### src/rtl/col_readout.sv
// Column readout sequencer: precharge/evaluate/sense timing with read, CAM-search and MAC capture.
// Optional accumulator is built only when MAC_ACC_EN is defined; otherwise mode 10 is reserved.
module col_readout (
  input  logic       clk,
  input  logic       rst_n,
  input  logic       cs,
  input  logic       start,
  input  logic [1:0] mode,
  input  logic       read_bar,
  input  logic       mac_clr,
  input  logic [3:0] sa_out,
  input  logic [3:0] ml,
  output logic       preb,
  output logic       sa_en,
  output logic       busy,
  output logic       valid,
  output logic [3:0] rdata,
  output logic       hit,
  output logic [1:0] hit_addr,
  output logic [5:0] mac_sum
);

  typedef enum logic [2:0] {IDLE, PRE, EVAL, SENSE, DONE} state_t;

  localparam logic [1:0] MODE_READ = 2'b00;
  localparam logic [1:0] MODE_CAM  = 2'b01;
  localparam logic [1:0] MODE_MAC  = 2'b10;

  state_t     state_reg;
  logic [1:0] mode_reg;
  logic       preb_reg;
  logic       sa_en_reg;
  logic       busy_reg;
  logic       valid_reg;
  logic [3:0] rdata_reg;
  logic       hit_reg;
  logic [1:0] hit_addr_reg;

  logic       mode_ok;
  logic       launch;
  logic       capture;
  logic [1:0] lowest_idx;

`ifdef MAC_ACC_EN
  assign mode_ok = (mode != 2'b11);
`else
  assign mode_ok = (mode == MODE_READ) || (mode == MODE_CAM);
`endif

  assign launch  = (state_reg == IDLE) && start && cs && mode_ok;
  assign capture = (state_reg == SENSE) && cs;

  // Lowest-index matching row wins; descending scan lets the last hit overwrite.
  always_comb begin
    lowest_idx = 2'd0;
    for (int i = 3; i >= 0; i--) begin
      if (ml[i]) lowest_idx = 2'(i);
    end
  end

  always_ff @(posedge clk) begin
    if (!rst_n) begin
      state_reg    <= IDLE;
      mode_reg     <= MODE_READ;
      preb_reg     <= 1'b1;
      sa_en_reg    <= 1'b0;
      busy_reg     <= 1'b0;
      valid_reg    <= 1'b0;
      rdata_reg    <= 4'd0;
      hit_reg      <= 1'b0;
      hit_addr_reg <= 2'd0;
    end else begin
      preb_reg  <= 1'b1;
      sa_en_reg <= 1'b0;
      valid_reg <= 1'b0;
      case (state_reg)
        IDLE: begin
          if (launch) begin
            state_reg <= PRE;
            mode_reg  <= mode;
            preb_reg  <= 1'b0;
            busy_reg  <= 1'b1;
          end
        end
        PRE: begin
          if (!cs) begin
            state_reg <= IDLE;
            busy_reg  <= 1'b0;
          end else begin
            state_reg <= EVAL;
          end
        end
        EVAL: begin
          if (!cs) begin
            state_reg <= IDLE;
            busy_reg  <= 1'b0;
          end else begin
            state_reg <= SENSE;
            sa_en_reg <= 1'b1;
          end
        end
        SENSE: begin
          if (!cs) begin
            state_reg <= IDLE;
            busy_reg  <= 1'b0;
          end else begin
            state_reg <= DONE;
            valid_reg <= 1'b1;
            if (mode_reg == MODE_READ) rdata_reg <= sa_out;
            if (mode_reg == MODE_CAM) begin
              hit_reg      <= |ml;
              hit_addr_reg <= lowest_idx;
            end
          end
        end
        DONE: begin
          state_reg <= IDLE;
          busy_reg  <= 1'b0;
        end
        default: begin
          state_reg <= IDLE;
          busy_reg  <= 1'b0;
        end
      endcase
    end
  end

  assign preb     = preb_reg;
  assign sa_en    = sa_en_reg;
  assign busy     = busy_reg;
  assign valid    = valid_reg;
  assign rdata    = rdata_reg;
  assign hit      = hit_reg;
  assign hit_addr = hit_addr_reg;

`ifdef MAC_ACC_EN
  logic       read_bar_reg;
  logic [3:0] mac_bits;
  logic [2:0] pop;
  logic [6:0] sum_wide;
  logic [5:0] mac_sum_reg;
  logic       mac_capture;

  always_ff @(posedge clk) begin
    if (!rst_n)      read_bar_reg <= 1'b0;
    else if (launch) read_bar_reg <= read_bar;
  end

  // Complement sensing: XOR with polarity so popcount counts zeros when read_bar is set.
  genvar gi;
  generate
    for (gi = 0; gi < 4; gi++) begin : g_bits
      assign mac_bits[gi] = sa_out[gi] ^ read_bar_reg;
    end
  endgenerate

  always_comb begin
    pop = 3'd0;
    for (int i = 0; i < 4; i++) pop = pop + {2'b00, mac_bits[i]};
  end

  // A clear coinciding with a capture restarts the sum from this popcount.
  assign sum_wide    = (mac_clr ? 7'd0 : {1'b0, mac_sum_reg}) + {4'd0, pop};
  assign mac_capture = capture && (mode_reg == MODE_MAC);

  always_ff @(posedge clk) begin
    if (!rst_n)           mac_sum_reg <= 6'd0;
    else if (mac_capture) mac_sum_reg <= (sum_wide > 7'd63) ? 6'd63 : sum_wide[5:0];
    else if (mac_clr)     mac_sum_reg <= 6'd0;
  end

  assign mac_sum = mac_sum_reg;
`else
  logic unused_mac;
  assign unused_mac = ^{mac_clr, read_bar};
  assign mac_sum    = 6'd0;
`endif

endmodule

### config.mk
export PLATFORM = sky130hd
export DESIGN_NAME = col_readout
export DESIGN_NICKNAME = d
export VERILOG_FILES = /design/src/rtl/col_readout.sv
export SDC_FILE = /design/constraint.sdc
export NUM_CORES = 1
export LEC_CHECK = 0
export BUFFER_PORTS_ARGS = -buffer_cell sky130_fd_sc_hd__buf_2
export CAP_MARGIN = 20
export CORE_ASPECT_RATIO = 1.1
export CORE_MARGIN = 5
export CORE_UTILIZATION = 46
export CTS_BUF_LIST = sky130_fd_sc_hd__clkbuf_8 sky130_fd_sc_hd__clkbuf_16
export CTS_CLUSTER_SIZE = 20
export DETAILED_ROUTE_END_ITERATION = 6
export GPL_TIMING_DRIVEN = 1
export PLACE_DENSITY = 0.89
export SYNTH_ARGS = -nofsm -noshare
export SYNTH_HDL_FRONTEND = slang
export SYNTH_SLANG_ARGS = --single-unit
### constraint.sdc
create_clock -name clk -period 3.45 [get_ports clk]
set_input_delay 0.5175 -clock clk [delete_from_list [all_inputs] [get_ports clk]]
set_output_delay 0.5175 -clock clk [all_outputs]
set_load 0.005 [all_outputs]
# Yosys cells after proc, flatten, opt, wreduce, memory -nomap -nowiden
# Cells that the tools add are included.
[classes]
n_eq_ne = 7
muxes = 14
reduce_logical = 16
[ops]
columns = ["cell", "count"]
rows = [
  ["$mux W2", 6],
  ["$pmux W3 S4", 1],
  ["$reduce_and A2 Y1", 5],
  ["$eq A3 B2 Y1 const B", 2],
  ["$mux W3", 2],
  ["$reduce_and A3 Y1", 2],
  ["$eq A2 B1 Y1 const B", 2],
  ["$logic_not A2 Y1", 2],
  ["$mux W1", 4],
  ["$ne A2 B2 Y1 const B", 2],
  ["$reduce_or A4 Y1", 1],
  ["$eq A3 B1 Y1 const B", 1],
  ["$logic_and A1 B1 Y1", 3],
  ["$logic_not A3 Y1", 1],
  ["$reduce_or A3 Y1", 1],
  ["$pmux W1 S2", 1],
  ["$logic_or A1 B1 Y1", 1],
]
[word_totals]
regBits = 16
word_cells = 46

# Longest topological paths before layout
# Gate-level depths: netlist of the first run.
[depth]
depth_word = 6
depth_mapped = 4
ltp_nobuf = 3

# Worst setup path after synthesis of the first run
# Ideal clock, no wire load.
[synth_path]
path_type = "input to register"
startpoint = "in rst_n"
endpoint = "reg preb_reg (netlist: preb)"
stages = 3
path_buffers = 1
required_ns = 3.316
t_arrival_ns = 1.403
path_slack_ns = 1.913
path_cell_list = "clkbuf_1 -> nand2b_1 -> or4_1"
[synth_via]
elab_chain_cells = 1
[synth_rtl]
columns = ["item", "line_no", "rtl"]
rows = [
  ["from (decl)", "5", "input logic rst_n,"],
  ["$reduce_and A2 Y1 (no line)", "n/a", ""],
  ["to (signal assigned)", "65", "preb_reg <= 1'b1;"],
  ["to (signal assigned)", "73", "preb_reg <= 1'b1;"],
  ["to (signal assigned)", "81", "preb_reg <= 1'b0;"],
  ["to (decl)", "31", "logic preb_reg;"],
]
# No other way between the ends.
# A chain may end at the register's enable or synchronous reset.

# Worst setup path after layout of the first run
[layout_path]
startpoint = "reg state_reg[1]"
endpoint = "reg hit_reg (netlist: hit)"
[layout_via]
elab_chain_cells = 2
[layout_rtl]
columns = ["item", "line_no", "rtl"]
rows = [
  ["from (decl)", "29", "state_t state_reg;"],
  ["from (signal assigned)", "63", "state_reg <= IDLE;"],
  ["from (signal assigned)", "79", "state_reg <= PRE;"],
  ["from (signal assigned)", "87", "state_reg <= IDLE;"],
  ["$eq A3 B2 Y1", "76", "case (state_reg)"],
  ["$reduce_and A3 Y1 (no line)", "n/a", ""],
  ["to (signal assigned)", "111", "hit_reg <= |ml;"],
  ["to (decl)", "36", "logic hit_reg;"],
]
# No other way between the ends.

==> flow_metrics.py, run 1 <==
metrics = {
    "setup_path": {
        "critPathKind": "reg2reg",
        "required_ps": 3570,
        "timing.rr.start": "state_reg[1]",
        "regToRegSetupSlack_ps": 1980,
        "reg2regPathDepth": 3,
        "r2r-end": "hit",
        "crit_path_top_delay_cell": "or4b_1",
        "cp.depth": 3,
        "path_delay_family": "simple AND/OR/NAND/NOR gates",
        "path_buf_inv": 0,
        "max_stage_delay_ps": 620,
        "endpoint_kind": "flip-flop",
        "cp_max_fo": 6,
        "crit_chain": "nand3_2 -> or4b_1 -> mux2i_1",
        "cp.arrival_ps": 1590,
        "start_kind": "flip-flop",
    },
    "cts": {
        "postCtsHoldBufs": 0,
        "cts_buffer_depth": 2,
        "clk_pin_slew_ps": 60,
        "ctsHtreeMaxLevel": 1,
        "postCtsResizedCells": 0,
        "post_cts_buffers": 0,
        "tritoncts": "yes",
        "clkLatencyLatePin_ps": 240,
        "cts.sinks": 16,
        "cts-root-buf": "clkbuf_8",
        "numCtsBuffers": 3,
    },
    "floorplanning": {
        "initial_core_util_pct": 49.3,
        "die_w_um": 46.7,
        "die_area_um2": 2350,
        "core_area_um2": 1380,
        "io_pins": 33,
        "num_rows": 14,
        "die_h_um": 50.4,
    },
    "sta": {
        "period_share_pct": 42.5,
        "hold_slack_ps": 456,
        "finalCriticalPeriod_ps": 1470,
        "setup_tns_ps": 0,
        "fin_skew_ps": 2.23,
        "final_max_slew_viol_count": 0,
        "worst_pin_slew_ps": 581,
        "slew_headroom_pct": 60.9,
        "finalSetupViolations": 0,
        "hold_violations": 0,
        "max_freq_mhz": 683,
        "grt_setup_unrepaired": "no",
    },
    "route": {
        "via_count": 565,
        "drt.antenna.violating_nets": 0,
        "routedWlPerCell_um": 11.7,
        "drcViolationCount": 0,
        "wl_um": 1320,
        "drt-initial-drc-count": 13,
        "routed_via_density": 5.00,
        "first_pass_iters": 4,
    },
    "global_route": {
        "grt-ovfl-total": 0,
        "grt_usage_pct": 12.4,
        "grt_pass1_wl_um": 2140,
        "antenna_found_initial": 0,
        "grt_pass1_vias": 519,
        "grt_max_degree": 20,
    },
    "pwr": {
        "ir_drop_mv": 0.309,
        "total_leakage_power_uw": 0.000396,
        "p_per_area_nw_per_um2": 446,
    },
    "synth": {
        "synth.distinct_cells": 23,
        "synth_seq_cells": 16,
        "yosys_warnings": 0,
        "synth_area_um2": 682,
        "ys_seq_area_share_pct": 47.0,
        "syn_avg_cell_area_um2": 9.34,
        "syn_inst": 73,
        "synth_top_area_share_pct": 47.0,
        "synth_area_leaders": "dfxtp_1, mux2i_1, nand2_1",
        "yosysTopAreaCell": "dfxtp_1",
    },
    "placement": {
        "portBuffers": 24,
        "hpwl_um": 994,
        "dp.cells": 109,
        "place.gp.congestion": 0.727,
    },
    "finish": {
        "area_growth_pct": 23.1,
        "layout_common_cells": "buf_2, dfxtp_1, nand2_1, mux2i_1, conb_1",
        "fin_cells": 113,
        "diodes": 0,
        "layout-drive-gt1-share_pct": 30.9,
        "multi_input_area_um2": 320,
        "layout_commonest_cell": "buf_2",
        "seqCellArea_um2": 320,
        "fill_cells": 115,
        "nets": 114,
        "largest_reg_flops": 4,
    },
    "min_path": {
        "hold_path_depth": 2,
        "min_from": "rdata[3]",
        "holdPathEnd": "rdata[3]",
        "min_path_type": "reg2reg",
    },
    "run": {
        "max_cap_violations": 0,
    },
    "run_status": {
        "status": "complete, no violations",
    },
}
[worst reg2reg max path, cell delays in order, from the launching register on]
cell	delay, ps
dfxtp_1	430
nand3_2	140
or4b_1	620
mux2i_1	160
[cell families (layout without fill, tap and decap cells)]
group,Yosys count,after routing,share of synthesized area [%]
multiplexers,8,8,11.7
AO/OA/AOI/OAI,6,6,6.06
flip-flops,16,16,47.0
XOR/XNOR,1,1,1.28
other,1,6,0.550
AND/OR/NAND/NOR,31,31,24.6
buffers and inverters,10,29,8.81
[cell usage after synthesis]
master / n
mux2i_1: 8
a211oi_1: 1
or4b_1: 1
a21boi_0: 1
buf_4: 6
and3_1: 1
or4_1: 2
o211ai_1: 1
inv_1: 1
nand2_1: 13
nand2b_1: 3
nor3b_1: 1
xnor2_1: 1
o41ai_1: 1
nor2_1: 4
nor4_2: 1
clkbuf_1: 3
nand3_2: 1
nor2b_1: 3
conb_1: 1
dfxtp_1: 16
o21ai_0: 2
nor3_1: 1
[power by group]
group          internal [uW]  leakage, uW  switching [uW]
combinational           11.0     0.000238            13.6
clock                    101    0.0000288            60.4
sequential               187     0.000129            1.45
total                    299     0.000396            75.5
[routing by layer]
layer	share of wire, %	wire, um	track usage, %	up-vias
met1	40	526	15.2	260
li1	-	-	-	280
met4	0.76	10	5.53	0
met3	8.0	106	3.57	2
met2	51	680	19.5	23
met5	0	0	0	-
[through the flow]
stage	instance area [um2]	setup WS, ps	util [%]	power, uW
final	840	1980	60.7	374
after global placement	785	1800	56.7	215
after floorplan	701	1910	-	210
after CTS	840	1980	60.7	378
after global routing	840	1900	60.7	392
after detailed placement	785	1790	56.7	216
[worst max path at each step]
stage / start / end
floorplan: rst_n / preb
global placement: cs / hit
detailed placement: cs / hit
CTS: state_reg[1] / hit
global route: state_reg[1] / hit
finish: state_reg[1] / hit
[area by class of cell]
cell class                 instances  share of cell area (%)
clock buffer                       4                    6.56
tap                               16                    2.38
timing repair buffer              24                    14.3
multi-input combinational         52                    38.2
sequential                        16                    38.2
inverter                           1                   0.447
No activity file was read; power rests on OpenSTA's default activity.
==> inputs of run 2 (changes only) <==
--- a/config.mk
+++ b/config.mk
@@ -9,12 +9,12 @@
 export CAP_MARGIN = 20
 export CORE_ASPECT_RATIO = 1.1
 export CORE_MARGIN = 5
-export CORE_UTILIZATION = 46
+export CORE_UTILIZATION = 43
 export CTS_BUF_LIST = sky130_fd_sc_hd__clkbuf_8 sky130_fd_sc_hd__clkbuf_16
 export CTS_CLUSTER_SIZE = 20
 export DETAILED_ROUTE_END_ITERATION = 6
 export GPL_TIMING_DRIVEN = 1
-export PLACE_DENSITY = 0.89
+export PLACE_DENSITY = 0.84
 export SYNTH_ARGS = -nofsm -noshare
 export SYNTH_HDL_FRONTEND = slang
 export SYNTH_SLANG_ARGS = --single-unit
==> constraint.sdc (replaced) <==
create_clock -name clk -period 1.35 [get_ports clk]
set_input_delay 0.2025 -clock clk [delete_from_list [all_inputs] [get_ports clk]]
set_output_delay 0.2025 -clock clk [all_outputs]
set_load 0.005 [all_outputs]
==> flow_metrics.py, run 2 (synthesis results as in run 1) <==
metrics = {
    "route": {
        "drt.antenna.violating_nets": 0,
        "via_count": 583,
        "routedWlPerCell_um": 12.2,
        "dr_wl_met2_um": 769,
        "drcViolationCount": 0,
        "first_pass_iters": 4,
        "wl_met1_um": 560,
        "routed_via_density": 4.82,
        "wl_met3_um": 126,
        "wl_um": 1470,
        "drt-initial-drc-count": 19,
        "top_layer": "met4",
    },
    "setup_path": {
        "critPathKind": "reg2reg",
        "endpoint_kind": "flip-flop",
        "reg2regPathDepth": 3,
        "crit_chain": "nand2b_1 -> or4_4 -> and3_1",
        "regToRegSetupSlack_ps": 50,
        "start_kind": "flip-flop",
        "r2r-end": "mode_reg[1]",
        "max_stage_delay_ps": 500,
        "cp.arrival_ps": 1440,
        "required_ps": 1490,
        "timing.rr.start": "state_reg[0]",
        "cp_max_fo": 4,
        "crit_path_top_delay_cell": "or4_4",
    },
    "sta": {
        "finalSetupViolations": 0,
        "hold_slack_ps": 197,
        "finalCriticalPeriod_ps": 1300,
        "max_freq_mhz": 770,
        "grt_setup_unrepaired": "yes",
        "final_max_slew_viol_count": 0,
        "hold_violations": 0,
        "fin_skew_ps": 2.01,
        "period_share_pct": 96.2,
    },
    "placement": {
        "placedInstanceArea_um2": 840,
        "hpwl_um": 1110,
        "place.gp.congestion": 0.715,
        "portBuffers": 24,
        "dp.cells": 117,
    },
    "cts": {
        "cts_buffer_depth": 2,
        "numCtsBuffers": 3,
        "cts-root-buf": "clkbuf_8",
        "cts.sinks": 16,
        "clk_pin_slew_ps": 60,
        "tritoncts": "yes",
        "postCtsHoldBufs": 0,
        "clkLatencyLatePin_ps": 250,
        "ctsHtreeMaxLevel": 1,
    },
    "finish": {
        "nets": 121,
        "fill_cells": 145,
        "layout_common_cells": "buf_2, dfxtp_1, nand2_1, mux2i_1, buf_4",
        "area_growth_pct": 32.5,
        "seqCellArea_um2": 323,
        "layout_commonest_cell": "buf_2",
        "fin_area_um2": 903,
        "layout-drive-gt1-share_pct": 39.4,
        "multi_input_area_um2": 328,
        "largest_reg_flops": 4,
        "diodes": 0,
        "final_core_util_pct": 58.7,
        "fin_cells": 121,
    },
    "pwr": {
        "ir_drop_mv": 0.580,
        "p_per_area_nw_per_um2": 1080,
        "total_leakage_power_uw": 0.000435,
    },
    "global_route": {
        "grt_pass1_vias": 575,
        "antenna_found_initial": 0,
        "grt-ovfl-total": 0,
        "grt_pass1_wl_um": 2260,
        "grt_max_degree": 18,
        "grt_usage_pct": 12.8,
    },
    "min_path": {
        "min_path_type": "in2reg",
        "hold_path_depth": 3,
        "holdPathEnd": "mode_reg[0]",
        "min_from": "mode[0]",
    },
    "run": {
        "max_cap_violations": 0,
    },
    "floorplanning": {
        "die_area_um2": 2480,
        "die_w_um": 48.0,
        "core_area_um2": 1540,
        "io_pins": 33,
        "initial_core_util_pct": 44.3,
        "num_rows": 15,
        "die_h_um": 51.8,
    },
    "run_status": {
        "status": "complete, no violations",
    },
}
run 2: changes by cell type in the layout (fill, tap and decap cells not counted):
cell     before  now
dfxtp_2       0    2
buf_4         0    7
or4_4         0    1
or4b_4        0    1
dfxtp_1      16   14
or4_1         2    1
or4b_1        1    0
run 2: worst max-delay path, delay by kind of cell, from the launching register on:
family,cells,cell delay [ps]
AND/OR/NAND/NOR,3,850
flip-flops,1,330
run 2: worst max path at each step:
| stage | from | end | depth (start not counted) |
|---|---|---|---|
| after floorplan | state_reg[0] | hit | 4 |
| after global placement | state_reg[0] | hit | 3 |
| after detailed placement | state_reg[0] | hit | 3 |
| after CTS | state_reg[0] | mode_reg[1] | 3 |
| after global routing | state_reg[0] | mode_reg[1] | 3 |
| final | state_reg[0] | mode_reg[1] | 3 |
run 2: through the flow:
step           total power, uW  TNS (ps)  setup WS (ps)
6_report                   973         0           51.0
2_1_floorplan              537         0           1.31
3_5_place_dp               563     -32.5          -20.2
4_1_cts                    981         0           35.6
3_3_place_gp               559         0           14.5
5_1_grt                   1010     -9.02          -9.02
run 2: repair_timing:
| action | 4_1_cts | 5_1_grt |
|---|---|---|
| gates resized for setup | 2 | 1 |
| endpoints found under the setup margin | 4 | 5 |
| buffers inserted | 0 | 0 |
run 2: per-layer routing:
layer	up-vias	GRT usage, %
li1	293	-
met4	0	6.73
met3	2	2.77
met1	263	14.7
met5	-	0
met2	25	21.1
run 2: report_power, final:
group | internal (uW) | total [uW] | switching [uW]
clock network | 258 | 418 | 159
registers | 478 | 481 | 3.34
logic | 36.9 | 74.3 | 37.4
total | 773 | 973 | 200
run 2: final cells by class:
cell class	instances	share of cell area (%)
clock buffers	4	6.09
inverters	1	0.416
well taps	17	2.35
multi-input cells	52	36.3
repair buffers	31	19.1
flip-flops and latches	16	35.7
==> inputs of run 3 (changes only) <==
--- a/config.mk
+++ b/config.mk
@@ -15,6 +15,7 @@
 export DETAILED_ROUTE_END_ITERATION = 6
 export GPL_TIMING_DRIVEN = 1
 export PLACE_DENSITY = 0.84
+export RECOVER_POWER = 25
 export SYNTH_ARGS = -nofsm -noshare
 export SYNTH_HDL_FRONTEND = slang
 export SYNTH_SLANG_ARGS = --single-unit
==> flow_metrics.py, run 3 (synthesis results as in run 1) <==
metrics = {
    "route": {
        "routed_via_density": 4.83,
        "drt-initial-drc-count": 18,
        "first_pass_iters": 4,
        "drt.antenna.violating_nets": 0,
        "drcViolationCount": 0,
        "via_count": 584,
        "wl_um": 1470,
        "routedWlPerCell_um": 12.2,
    },
    "cts": {
        "cts_buffer_depth": 2,
        "cts.sinks": 16,
        "postCtsHoldBufs": 0,
        "numCtsBuffers": 3,
        "tritoncts": "yes",
        "clkLatencyLatePin_ps": 250,
        "clk_pin_slew_ps": 60,
        "ctsHtreeMaxLevel": 1,
        "cts-root-buf": "clkbuf_8",
    },
    "finish": {
        "layout_common_cells": "buf_2, dfxtp_1, nand2_1, mux2i_1",
        "final_core_util_pct": 58.5,
        "nets": 121,
        "fin_cells": 121,
        "fill_cells": 147,
        "layout_commonest_cell": "buf_2",
        "layout-drive-gt1-share_pct": 38.5,
        "diodes": 0,
        "largest_reg_flops": 4,
        "area_growth_pct": 31.9,
    },
    "placement": {
        "hpwl_um": 1110,
        "place.gp.congestion": 0.715,
        "portBuffers": 24,
        "dp.cells": 117,
    },
    "global_route": {
        "grt_max_degree": 18,
        "grt_usage_pct": 12.8,
        "grt_pass1_vias": 575,
        "grt-ovfl-total": 0,
        "grt_pass1_wl_um": 2260,
        "antenna_found_initial": 0,
    },
    "setup_path": {
        "cp_max_fo": 4,
        "critPathKind": "reg2reg",
        "crit_chain": "nand2b_1 -> or4_4 -> and3_1",
        "crit_path_top_delay_cell": "or4_4",
        "cp.arrival_ps": 1440,
        "max_stage_delay_ps": 500,
        "required_ps": 1490,
        "start_kind": "flip-flop",
        "endpoint_kind": "flip-flop",
    },
    "floorplanning": {
        "num_rows": 15,
        "die_w_um": 48.0,
        "io_pins": 33,
        "initial_core_util_pct": 44.3,
        "core_area_um2": 1540,
        "die_area_um2": 2480,
        "die_h_um": 51.8,
    },
    "pwr": {
        "p_per_area_nw_per_um2": 1080,
        "ir_drop_mv": 0.579,
        "total_leakage_power_uw": 0.000431,
    },
    "sta": {
        "hold_violations": 0,
        "finalSetupViolations": 0,
        "period_share_pct": 96.3,
        "max_freq_mhz": 769,
        "hold_slack_ps": 197,
        "grt_setup_unrepaired": "yes",
        "finalCriticalPeriod_ps": 1300,
        "fin_skew_ps": 2.21,
        "final_max_slew_viol_count": 0,
    },
    "run": {
        "max_cap_violations": 0,
    },
    "min_path": {
        "min_path_type": "in2reg",
    },
    "run_status": {
        "status": "complete, no violations",
    },
}
run 3: repair_timing:
action / CTS / global route
setup buffers: 0 / 0
endpoints found under the setup margin: 4 / 5
resized for setup: 2 / 1
hold endpoints to repair: 0 / 0
run 3: per-stage QoR:
step	setup slack (ps)	setup TNS, ps	instance area [um2]	total power, uW
2_1_floorplan	1.31	0	703	537
3_3_place_gp	14.5	0	840	559
3_5_place_dp	-20.2	-32.5	840	563
4_1_cts	35.6	0	902	981
5_1_grt	-9.02	-9.02	900	1010
6_report	49.6	0	900	971
run 3: worst paths after layout:
| check | to | slack, ps | depth (start not counted) | startpoint |
|---|---|---|---|---|
| setup / recovery | mode_reg[1] | 50 | 3 | state_reg[0] |
| hold / removal | mode_reg[0] | 200 | 3 | mode[0] |
| setup reg to reg | mode_reg[1] | 50 | 3 | state_reg[0] |
| hold reg to reg | rdata[3] | 460 | 2 | rdata[3] |
run 3: cell type report:
cell class | instances | area (um2) | share of cell area, %
multi-input cells | 52 | 328 | 36.4
flip-flops and latches | 16 | 323 | 35.9
repair buffers | 31 | 169 | 18.8
clock buffers | 4 | 55.1 | 6.12
well taps | 17 | 21.3 | 2.36
inverters | 1 | 3.75 | 0.417
run 3: power by group:
part           leakage (uW)  switching (uW)  internal, uW  total, uW
Clock             0.0000288             159           258        417
Combinational      0.000272            37.3          35.6       72.9
Sequential         0.000130            3.33           478        481
run 3: layer usage:
layer,vias to the layer above,track usage [%],part of all wire [%]
met5,-,0,0
met4,0,6.73,0.95
li1,293,-,-
met2,25,21.1,52
met1,264,14.7,38
met3,2,2.77,8.5
run 3: worst max-delay path: cells and delay by family, from the launching register on:
kind             cells  cell delay, ps
and+or+nand+nor      3             850
DFF                  1             340
